===== src/rtl/sensor_scan_controller_if.sv =====
// Bundle of scan-controller signals shared between the sensor environment
// (master) and the scan controller itself (slave).
interface sensor_scan_controller_if #(
  parameter int NCH = 4,
  parameter int DW  = 6
);
  logic              enable;
  logic [NCH*DW-1:0] chData;
  logic [DW-1:0]     anData;
  logic              anWarning;
  logic [NCH-1:0]    ack;
  logic [NCH-1:0]    alarm;
  logic              alarmAny;
  logic [2:0]        curCh;
  logic              scanDone;

  modport master (
    output enable, chData, anWarning, ack,
    input  anData, alarm, alarmAny, curCh, scanDone
  );

  modport slave (
    input  enable, chData, anWarning, ack,
    output anData, alarm, alarmAny, curCh, scanDone
  );
endinterface


===== src/rtl/sensor_scan_controller.sv =====
// Round-robin scanner: feeds each channel's word to a shared warning analyzer,
// filters the results per channel with a persistence counter and latches alarms.
module sensor_scan_controller #(
  parameter int NCH        = 4,
  parameter int DW         = 6,
  parameter int PERSIST    = 3,
  parameter int SAMPLE_DIV = 8
) (
  input logic                     clk,
  input logic                     rst,
  sensor_scan_controller_if.slave bus
);

  typedef enum logic [1:0] {IDLE, SETUP, EVAL, WAIT} state_t;

  localparam int          TW        = (SAMPLE_DIV > 2) ? $clog2(SAMPLE_DIV) : 1;
  localparam int          WAIT_LEN  = (SAMPLE_DIV > 2) ? SAMPLE_DIV - 2 : 1;
  localparam logic [2:0]  LAST_CH   = 3'(NCH - 1);
  localparam logic [2:0]  PERSIST_C = 3'(PERSIST);
  localparam logic [TW-1:0] TIMER_LAST = TW'(WAIT_LEN - 1);

  state_t         state_q, state_d;
  logic [TW-1:0]  timer_q, timer_d;
  logic [2:0]     curCh_q, curCh_d;
  logic [DW-1:0]  anData_q, anData_d;
  logic [2:0]     cnt_q [NCH];
  logic [2:0]     cnt_d [NCH];
  logic [NCH-1:0] alarm_q, alarm_d;
  logic           alarmAny_q;
  logic           scanDone_q, scanDone_d;

  logic           lastWait;
  logic           advance;
  logic           sampleNow;
  logic [DW-1:0]  selData;

  assign lastWait  = (timer_q == TIMER_LAST);
  assign sampleNow = bus.enable && (state_q == EVAL);
  assign advance   = bus.enable &&
                     (((state_q == EVAL) && (SAMPLE_DIV == 2)) ||
                      ((state_q == WAIT) && lastWait));

  always_comb begin
    selData = '0;
    for (int k = 0; k < NCH; k++) begin
      if (curCh_q == 3'(k)) selData = bus.chData[k*DW +: DW];
    end
  end

  always_ff @(posedge clk) begin
    if (rst) state_q <= IDLE;
    else     state_q <= state_d;
  end

  always_comb begin
    state_d = state_q;
    case (state_q)
      IDLE:  if (bus.enable) state_d = SETUP;
      SETUP: state_d = bus.enable ? EVAL : IDLE;
      EVAL: begin
        if (!bus.enable)         state_d = IDLE;
        else if (SAMPLE_DIV > 2) state_d = WAIT;
        else                     state_d = SETUP;
      end
      WAIT: begin
        if (!bus.enable)  state_d = IDLE;
        else if (lastWait) state_d = SETUP;
      end
      default: state_d = IDLE;
    endcase
  end

  // A dropped enable abandons the sweep; counters, alarms and anData survive.
  always_comb begin
    timer_d    = '0;
    curCh_d    = curCh_q;
    anData_d   = anData_q;
    scanDone_d = advance && (curCh_q == LAST_CH);
    cnt_d      = cnt_q;
    alarm_d    = alarm_q;

    if ((state_q == WAIT) && bus.enable && !lastWait) timer_d = timer_q + 1'b1;

    if ((state_q != IDLE) && !bus.enable) curCh_d = '0;
    else if (advance) curCh_d = (curCh_q == LAST_CH) ? 3'd0 : curCh_q + 3'd1;

    if ((state_q == SETUP) && bus.enable) anData_d = selData;

    for (int k = 0; k < NCH; k++) begin
      if (sampleNow && (curCh_q == 3'(k))) begin
        if (bus.anWarning)
          cnt_d[k] = (cnt_q[k] >= PERSIST_C) ? PERSIST_C : cnt_q[k] + 3'd1;
        else
          cnt_d[k] = 3'd0;
      end
      // Setting wins over an acknowledge landing on the same edge.
      if (sampleNow && (curCh_q == 3'(k)) && (cnt_d[k] == PERSIST_C))
        alarm_d[k] = 1'b1;
      else if (bus.ack[k] && (cnt_q[k] == 3'd0))
        alarm_d[k] = 1'b0;
    end
  end

  always_ff @(posedge clk) begin
    if (rst) begin
      timer_q    <= '0;
      curCh_q    <= '0;
      anData_q   <= '0;
      alarm_q    <= '0;
      alarmAny_q <= 1'b0;
      scanDone_q <= 1'b0;
      for (int k = 0; k < NCH; k++) cnt_q[k] <= 3'd0;
    end else begin
      timer_q    <= timer_d;
      curCh_q    <= curCh_d;
      anData_q   <= anData_d;
      alarm_q    <= alarm_d;
      alarmAny_q <= |alarm_d;
      scanDone_q <= scanDone_d;
      for (int k = 0; k < NCH; k++) cnt_q[k] <= cnt_d[k];
    end
  end

  assign bus.anData   = anData_q;
  assign bus.alarm    = alarm_q;
  assign bus.alarmAny = alarmAny_q;
  assign bus.curCh    = curCh_q;
  assign bus.scanDone = scanDone_q;

endmodule


===== src/flat_wrapper.sv =====
// flat-port wrapper written by rule: the top's interface ports become plain ports
module sensor_scan_controller_flat 
#(
  parameter int NCH        = 4,
  parameter int DW         = 6,
  parameter int PERSIST    = 3,
  parameter int SAMPLE_DIV = 8
)
  (clk, rst, bus_enable, bus_chData, bus_anWarning, bus_ack, bus_anData, bus_alarm, bus_alarmAny, bus_curCh, bus_scanDone);
  sensor_scan_controller_if #(.NCH(NCH), .DW(DW)) bus_i ();
  input logic clk;
  input logic rst;
  input wire logic [$bits(bus_i.enable)-1:0] bus_enable;
  input wire logic [$bits(bus_i.chData)-1:0] bus_chData;
  input wire logic [$bits(bus_i.anWarning)-1:0] bus_anWarning;
  input wire logic [$bits(bus_i.ack)-1:0] bus_ack;
  output wire logic [$bits(bus_i.anData)-1:0] bus_anData;
  output wire logic [$bits(bus_i.alarm)-1:0] bus_alarm;
  output wire logic [$bits(bus_i.alarmAny)-1:0] bus_alarmAny;
  output wire logic [$bits(bus_i.curCh)-1:0] bus_curCh;
  output wire logic [$bits(bus_i.scanDone)-1:0] bus_scanDone;
  assign bus_i.enable = bus_enable;
  assign bus_i.chData = bus_chData;
  assign bus_i.anWarning = bus_anWarning;
  assign bus_i.ack = bus_ack;
  assign bus_anData = bus_i.anData;
  assign bus_alarm = bus_i.alarm;
  assign bus_alarmAny = bus_i.alarmAny;
  assign bus_curCh = bus_i.curCh;
  assign bus_scanDone = bus_i.scanDone;
  sensor_scan_controller #(.NCH(NCH), .DW(DW), .PERSIST(PERSIST), .SAMPLE_DIV(SAMPLE_DIV)) u_core (.clk(clk), .rst(rst), .bus(bus_i));
endmodule

===== config.mk =====
export PLATFORM = sky130hd
export DESIGN_NAME = sensor_scan_controller_flat
export DESIGN_NICKNAME = d
export VERILOG_FILES = /design/src/rtl/sensor_scan_controller_if.sv /design/src/rtl/sensor_scan_controller.sv /design/src/flat_wrapper.sv
export SDC_FILE = /design/constraint.sdc
export NUM_CORES = 1
export LEC_CHECK = 0
export BUFFER_PORTS_ARGS = -buffer_cell sky130_fd_sc_hd__buf_2
export CAP_MARGIN = 20
export CORE_ASPECT_RATIO = 0.8
export CORE_MARGIN = 2
export CORE_UTILIZATION = 47
export DETAILED_ROUTE_END_ITERATION = 12
export PLACE_DENSITY = 0.85
export REMOVE_ABC_BUFFERS = 1
export SLEW_MARGIN = 20
export SYNTH_ARGS = -nofsm -noshare
export SYNTH_HDL_FRONTEND = slang
export SYNTH_SLANG_ARGS = --single-unit

===== constraint.sdc =====
create_clock -name clk -period 2.06 [get_ports clk]
set_clock_uncertainty 0.2 [all_clocks]
set_input_delay 0.206 -clock clk [delete_from_list [all_inputs] [get_ports clk]]
set_output_delay 0.206 -clock clk [all_outputs]
set_load 0.01 [all_outputs]

# [Word-level counts from Yosys, hierarchy flattened]
# Cells that the tools add are included.
[op_classes] addsub=6 n_lt_le_gt_ge=4 n_bitwise=1 n_mux=31 n_reduce_logical=33 eq_ne=13
[ops] cell="$mux W3" count=13
[ops] cell="$mux W6" count=4
[ops] cell="$logic_and A1 B1 Y1" count=20
[ops] cell="$add A3 B1 Y3 const B" count=6
[ops] cell="$eq A3 B2 Y1 const B" count=6
[ops] cell="$logic_not A3 Y1" count=5
[ops] cell="$ge A3 B2 Y1 const B" count=4
[ops] cell="$mux W2" count=5
[ops] cell="$mux W1" count=8
[ops] cell="$pmux W2 S4" count=1
[ops] cell="$eq A2 B2 Y1 const B" count=2
[ops] cell="$reduce_or A2 Y1" count=2
[ops] cell="$reduce_or A4 Y1" count=1
[ops] cell="$eq A3 B1 Y1 const B" count=1
[ops] cell="$eq A3 B3 Y1 const B" count=1
[ops] cell="$ne A3 B2 Y1 const B" count=1
[ops] cell="$eq A2 B1 Y1 const B" count=1
[ops] cell="$logic_not A1 Y1" count=2
[ops] cell="$logic_not A2 Y1" count=1
[ops] cell="$ne A2 B2 Y1 const B" count=1
[ops] cell="$reduce_and A2 Y1" count=1
[ops] cell="$reduce_bool A2 Y1" count=1
[ops] cell="$not A1 Y1" count=1
[word_totals] inputBits=32 register_bits=32

# [Depth between registers and ports, before layout]
# Gate-level depths: netlist (run 1).
[depth] depth_word=8 mapped_depth=6 ltp_nobuf=6

# [Worst setup path after synthesis (run 1)]
# Ideal clock, no wire load.
[synth_path] path_kind="reg2reg" startpoint="reg u_core.cnt_q[3] (netlist bit)" endpoint="reg u_core.alarmAny_q (netlist: u_core.bus.alarmAny)" slack_ns=-0.098 stages_incl_launch_ff=7 arrival_ns=1.820 setup_ns=0.138 required_ns=1.722 period_less_slack_ns=2.158 path_cell_list="dfxtp_1 > ha_1 > ha_1 > or4b_1 > or3b_1 > a41oi_2 > a41oi_1"
[synth_between] elab_chain_cells=8 elab_cells_between_ends=12 classes_between="add/sub (1); order compare (1); eq/ne (1); mux (5); reduce/logical (4)"
[synth_lines] element="from (decl)" line_no="sensor_scan_controller.sv:26" text="logic [2:0] cnt_q [NCH];"
[synth_lines] element="$add A3 B1 Y3 or $ge A3 B2 Y1 (tied branches)" line_no="sensor_scan_controller.sv:92" text="cnt_d[k] = (cnt_q[k] >= PERSIST_C) ? PERSIST_C : cnt_q[k] + 3'd1;"
[synth_lines] element="$mux W3" line_no="sensor_scan_controller.sv:92"
[synth_lines] element="$mux W3" line_no="sensor_scan_controller.sv:91" text="if (bus.anWarning)"
[synth_lines] element="$mux W3" line_no="sensor_scan_controller.sv:90" text="if (sampleNow && (curCh_q == 3'(k))) begin"
[synth_lines] element="$eq A3 B2 Y1" line_no="sensor_scan_controller.sv:97" text="if (sampleNow && (curCh_q == 3'(k)) && (cnt_d[k] == PERSIST_C))"
[synth_lines] element="$logic_and A1 B1 Y1" line_no="sensor_scan_controller.sv:97"
[synth_lines] element="$mux W1 (*)" line_no="sensor_scan_controller.sv:97"
[synth_lines] element="$reduce_or A4 Y1 (*)" line_no="sensor_scan_controller.sv:118" text="alarmAny_q <= |alarm_d;"
[synth_lines] element="to (signal assigned)" line_no="sensor_scan_controller.sv:118"
[synth_lines] element="to (decl)" line_no="sensor_scan_controller.sv:29" text="logic alarmAny_q;"
# Every way passes the cells marked *; elsewhere a longest branch is shown, timed or not.
# A chain may end at the register's enable or synchronous reset.

# [Final worst setup path (run 1)]
# Ends and elaborated chain as after synthesis.

==> results of run 1 <==
## critical path: stages, from the launching register on
cell	delay (ns)
dfxtp_2	0.33
ha_4	0.16
ha_4	0.15
or4b_4	0.48
or3b_1	0.40
a41oi_2	0.18
a41oi_2	0.13
## worst max-delay path by stage
stage          slack (ns)  depth (start not counted)                       start                        endpoint
6_report            -0.11                          6  u_core.cnt_q[3]$_SDFF_PP0_  u_core.bus.alarmAny$_SDFF_PP0_
5_1_grt             -0.15                          6  u_core.cnt_q[3]$_SDFF_PP0_  u_core.bus.alarmAny$_SDFF_PP0_
4_1_cts             -0.09                          6  u_core.cnt_q[4]$_SDFF_PP0_  u_core.bus.alarmAny$_SDFF_PP0_
3_5_place_dp        -0.18                          6  u_core.cnt_q[3]$_SDFF_PP0_  u_core.bus.alarmAny$_SDFF_PP0_
3_3_place_gp        -0.11                          6  u_core.cnt_q[3]$_SDFF_PP0_  u_core.bus.alarmAny$_SDFF_PP0_
2_1_floorplan        -0.1                          6  u_core.cnt_q[3]$_SDFF_PP0_  u_core.bus.alarmAny$_SDFF_PP0_
## state kept, by name, indices dropped and copies added (netlist names)
register and count:
u_core.bus.anData 6, u_core.bus.curCh 3, u_core.bus.alarmAny 1, u_core.state_q 2
u_core.timer_q 3, u_core.bus.alarm 4, u_core.cnt_q 12, u_core.bus.scanDone 1
## repair_timing
item / in CTS / in global routing
buffers inserted: 1 / 0
pin swaps: 4 / 1
endpoints found under the setup margin: 2 / 4
gates resized for setup: 8 / 2
## report_power, final
group,total (uW),switching (uW),internal [uW]
Sequential,630,4.98,625
Clock,415,198,217
Combinational,76.8,38.8,38.0
Total,1120,242,880
## through the flow
stage          std cells  total power, uW  instance area, sq um  utilization
4_1_cts              309             1130                  2270        0.610
6_report             309             1120                  2280        0.611
3_5_place_dp         303              720                  2160        0.579
5_1_grt              309             1170                  2280        0.611
2_1_floorplan        199              671                  1770            -
3_3_place_gp         303              718                  2160        0.579
## per-layer routing
metal	global-route usage	vias to the layer above	routed length, um
li1	-	870	-
met1	0.277	813	1960
met2	0.369	55	2020
met3	0.0578	5	253
met4	0.0582	0	41
met5	0	-	0
## cells in the final DEF, fill, tap and decap left out, drive strengths merged, types with 4 or more instances in the layout
cell    count
inv        20
nand3       5
nand2b      4
ha         18
a21oi      11
buf        61
clkbuf      5
a211o       5
nor2       22
a221oi      6
dfxtp      32
a22o        6
a41oi       4
o31ai       6
nand2      21
## cell type report
type,instances,area (sq um),area share
timing repair buffer,61,343,0.151
clock buffer,5,68.8,0.0302
tap,44,55.1,0.0242
inverter,20,75.1,0.0330
sequential,32,644,0.283
multi-input combinational,147,1090,0.479
## logic make-up after synthesis
| group | share of synthesized area |
|---|---|
| compound gates | 0.240 |
| xor+xnor | 0.00487 |
| fa+ha+maj | 0.125 |
| buf+inv | 0.0591 |
| flops | 0.356 |
| mux | 0.0111 |
| simple gates | 0.204 |
==> flow_summary.json, run 1 <==
{
  "grt_pass1_vias": 1715,
  "yosysWarnings": 0,
  "place_congestion": 0.850,
  "area_growth_syn_to_layout_pct": 26.6,
  "holdWs_ns": 0.0472,
  "period_needed_ns": 2.17,
  "clockRootBuffer": "clkbuf_8",
  "synth.area.top_cells": "dfxtp_1 36%, ha_1 13%, nor2_1 4.6%",
  "fin_setup_tns_ns": -0.140,
  "setup_viol": 2,
  "hp-start": "bus_enable",
  "hold_path.class": "input pin to flop",
  "fmax_ghz": 0.460,
  "cts_sinks": 32,
  "synth_cells": 207,
  "yosysMostFrequentCell": "dfxtp_1",
  "grt_pass1_wl_mm": 7.35,
  "cp_max_fo": 2,
  "pre_cts_slack_ns": -0.177,
  "synth_ff_type": "dfxtp_1",
  "fin_nets": 317,
  "crit_required_ns": 2.00,
  "die_y_um": 59.3,
  "start_kind": "flop",
  "ioPinCount": 47,
  "die_w_um": 73.2,
  "drt-total-wl_mm": 4.28,
  "min_path_cells": 2,
  "rows": 20,
  "cts_tree": "done",
  "syn_area_sq_um": 1800,
  "fill_cells": 319,
  "initial_core_util": 0.483,
  "rrSetupSlack_ns": -0.11,
  "r2r-start": "u_core.cnt_q[3]$_SDFF_PP0_",
  "relSlewSlack": 0.618,
  "synth_commonest_cells": "32 x dfxtp_1, 22 x nor2_1, 21 x nand2_1",
  "slew_viol_final": 0,
  "regToRegEndpoint": "u_core.bus.alarmAny$_SDFF_PP0_",
  "cap_violations": 0,
  "ys_ff_latch": 32,
  "period_share": 1.06,
  "drc": 0,
  "critPathCaptureType": "flop",
  "async_flop_share": 0,
  "first_pass_iters": 4,
  "wl_per_cell_um": 13.8,
  "via_per_inst": 5.64,
  "route.vias.total": 1743,
  "hpwl_mm": 3.19,
  "worstSetupPathType": "flop to flop",
  "port-buffer-count": 46,
  "ys_types": 42,
  "rsz0062_at_grt": "yes",
  "ys_seq_area_frac": 0.356,
  "synth_area_leader_cell": "dfxtp_1",
  "antenna_found_initial": 0,
  "worst_slew_pin_slew_ns": 0.573,
  "p_leak_uw": 0.00101,
  "core_sq_um": 3730,
  "worstRegToRegCells": 6,
  "clk_transition_reported_paths_ns": 0.06,
  "ir_drop_v": 0.000348,
  "grt_max_degree": 21,
  "violations": "negative setup slack",
  "grt-ovfl-total": 0,
  "synth_edf_count": 0,
  "diodes": 0,
  "track_usage": 0.218,
  "p_per_area_nw_per_um2": 492,
  "layout-drive-gt1-share": 0.294,
  "synth.top_cell.area_share": 0.356,
  "first_iter_violations": 69,
  "clk_path_buf_depth": 2,
  "cts.htree.levels": 2,
  "final_antenna_net_count": 0,
  "cts_buffers": 5,
  "finalHoldViolations": 0,
  "setup_ws_ns": -0.115,
  "synth_area_per_cell_sq_um": 8.69,
  "hold-path-endpoint": "u_core.bus.curCh[2]$_SDFFE_PP0P_",
  "status": "finished, violations left",
  "cp.arrival_ns": 2.11,
  "worstSkewPairLatency_ns": 0.27,
  "cts-hold-fix-buffers": 0,
  "die-area_sq_um": 4340
}
Power figures use the tool's default switching activity.
==> inputs of run 2 (changes only) <==
--- a/config.mk
+++ b/config.mk
@@ -8,7 +8,6 @@
 export BUFFER_PORTS_ARGS = -buffer_cell sky130_fd_sc_hd__buf_2
 export CAP_MARGIN = 20
 export CORE_ASPECT_RATIO = 0.8
-export CORE_MARGIN = 2
 export CORE_UTILIZATION = 47
 export DETAILED_ROUTE_END_ITERATION = 12
 export PLACE_DENSITY = 0.85
==> constraint.sdc (replaced) <==
create_clock -name clk -period 2.06 [get_ports clk]
set_clock_uncertainty 0.2 [all_clocks]
set_input_delay 0.412 -clock clk [delete_from_list [all_inputs] [get_ports clk]]
set_output_delay 0.412 -clock clk [all_outputs]
set_load 0.01 [all_outputs]
==> run 2 against run 1 <==
Net effect: the flow finishes with violations (design-rule violations, negative setup slack); sequential share of layout area fell by 0.30 points; hold slack improved by 0.18 ns; via count rose by 0.34%; clock power rose by 20%; final cell count did not move; combinational power rose by 3.1%; wire length rose by 4.3%; flip-flop and latch count did not move; setup slack got worse by 0.019 ns; utilization rose by 3.8 points; first-iteration DRC count rose by 8.7%; critical path type unchanged; critical endpoint unchanged.
==> flow_summary.json, run 2 (synthesis results as in run 1) <==
{
  "status": "finished, violations left",
  "violations": "design-rule violations, negative setup slack",
  "regToRegEndpoint": "u_core.bus.alarmAny$_SDFF_PP0_",
  "cts_sinks": 32,
  "r2r-start": "u_core.cnt_q[3]$_SDFF_PP0_",
  "ir_drop_v": 0.000298,
  "place_inst": 300,
  "layout-drive-gt1-share": 0.296,
  "fin_cells": 309,
  "cts_buffers": 5,
  "p_leak_uw": 0.00101,
  "total_power_uw": 1210,
  "min_path_cells": 2,
  "worst_slew_pin_slew_ns": 0.531,
  "place_congestion": 0.815,
  "area_growth_syn_to_layout_pct": 27.7,
  "cp.arrival_ns": 2.15,
  "hp-start": "bus_enable",
  "hold_path.class": "input pin to flop",
  "regMostFlops": "u_core.cnt_q",
  "cp_max_fo": 2,
  "grt_pass1_wl_mm": 7.39,
  "drc": 1,
  "grt_max_degree": 20,
  "clk_transition_reported_paths_ns": 0.06,
  "rows": 19,
  "largest_register_ffs": 12,
  "fmax_ghz": 0.456,
  "worstSkewPairLatency_ns": 0.28,
  "cap_violations": 0,
  "cts_tree": "done",
  "initial_core_util": 0.508,
  "period_needed_ns": 2.19,
  "first_pass_iters": 9,
  "clk_path_buf_depth": 2,
  "slew_viol_final": 0,
  "die-area_sq_um": 4080,
  "setup_viol": 2,
  "critPathCaptureType": "flop",
  "track_usage": 0.235,
  "wl_per_cell_um": 14.4,
  "relSlewSlack": 0.646,
  "crit_required_ns": 2.01,
  "fin_nets": 316,
  "rrSetupSlack_ns": -0.13,
  "worstRegToRegCells": 6,
  "grt_pass1_vias": 1655,
  "finalHoldViolations": 0,
  "layout_common_cells": "46 x buf_2, 30 x dfxtp_1, 22 x nor2_1, 21 x nand2_1, 20 x inv_1",
  "die_w_um": 71.2,
  "hpwl_mm": 3.26,
  "final_common_cell": "buf_2",
  "clockRootBuffer": "clkbuf_8",
  "pre_cts_slack_ns": -0.193,
  "rsz0062_at_grt": "yes",
  "p_per_area_nw_per_um2": 525,
  "diodes": 0,
  "setup_ws_ns": -0.134,
  "period_share": 1.06,
  "cts-hold-fix-buffers": 0,
  "post-route-util": 0.649,
  "port-buffer-count": 46,
  "antenna_found_initial": 0,
  "cts.htree.levels": 2,
  "route.vias.total": 1749,
  "start_kind": "flop",
  "ioPinCount": 47,
  "core_sq_um": 3540,
  "hold-path-endpoint": "u_core.bus.curCh[2]$_SDFFE_PP0P_",
  "die_y_um": 57.3,
  "worstSetupPathType": "flop to flop",
  "drt-total-wl_mm": 4.46,
  "first_iter_violations": 75,
  "fin_setup_tns_ns": -0.172,
  "final_antenna_net_count": 0,
  "via_per_inst": 5.66,
  "grt-ovfl-total": 0
}
## run 2: worst max-delay path by stage
stage / to / from / cells after the start / slack, ns
after global placement: u_core.bus.alarmAny$_SDFF_PP0_ / u_core.cnt_q[3]$_SDFF_PP0_ / 6 / -0.12
after CTS: u_core.bus.alarmAny$_SDFF_PP0_ / u_core.cnt_q[3]$_SDFF_PP0_ / 6 / -0.15
final: u_core.bus.alarmAny$_SDFF_PP0_ / u_core.cnt_q[3]$_SDFF_PP0_ / 6 / -0.13
after detailed placement: u_core.bus.alarmAny$_SDFF_PP0_ / u_core.cnt_q[3]$_SDFF_PP0_ / 6 / -0.19
after floorplan: u_core.bus.alarmAny$_SDFF_PP0_ / u_core.cnt_q[3]$_SDFF_PP0_ / 6 / -0.1
after global routing: u_core.bus.alarmAny$_SDFF_PP0_ / u_core.cnt_q[3]$_SDFF_PP0_ / 6 / -0.20
## run 2: repair_timing
item	4_1_cts	5_1_grt
gates resized for setup	8	3
endpoints found under the hold margin	0	0
setup endpoints to repair	2	4
cloned	0	0
setup buffers	1	0
pin swaps	5	4
## run 2: final cells by class
type | count | area [sq um]
multi-input combinational | 147 | 1100
inverter | 20 | 75.1
sequential | 32 | 643
timing repair buffer | 60 | 335
fill | 288 | 1240
clock buffer | 8 | 90.1
tap | 42 | 52.6
## run 2: where the power goes
| part | switching [uW] | internal [uW] | leakage [uW] |
|---|---|---|---|
| sequential | 5.44 | 625 | 0.000259 |
| clock | 225 | 272 | 0.0000455 |
| combinational | 39.5 | 39.7 | 0.000707 |
## run 2: routing by layer
metal	vias up	routed length [um]	GRT usage
li1	871	-	-
met1	829	2060	0.310
met2	42	2100	0.367
met3	7	253	0.0777
met4	0	46	0.0686
met5	-	0	0
## run 2: per-stage QoR
step	hold WS, ns	cell area [sq um]
after global placement	0.231	2150
after floorplan	0.221	1770
after global routing	0.240	2300
final	0.232	2300
after detailed placement	0.251	2150
after CTS	0.224	2280
## run 2: worst max-delay path, cell delays in order, from the launching register on
cell and delay (ns):
dfxtp_2 0.34, ha_4 0.16, ha_4 0.15, or4b_4 0.48
or3b_4 0.39, a41oi_2 0.22, a41oi_2 0.13
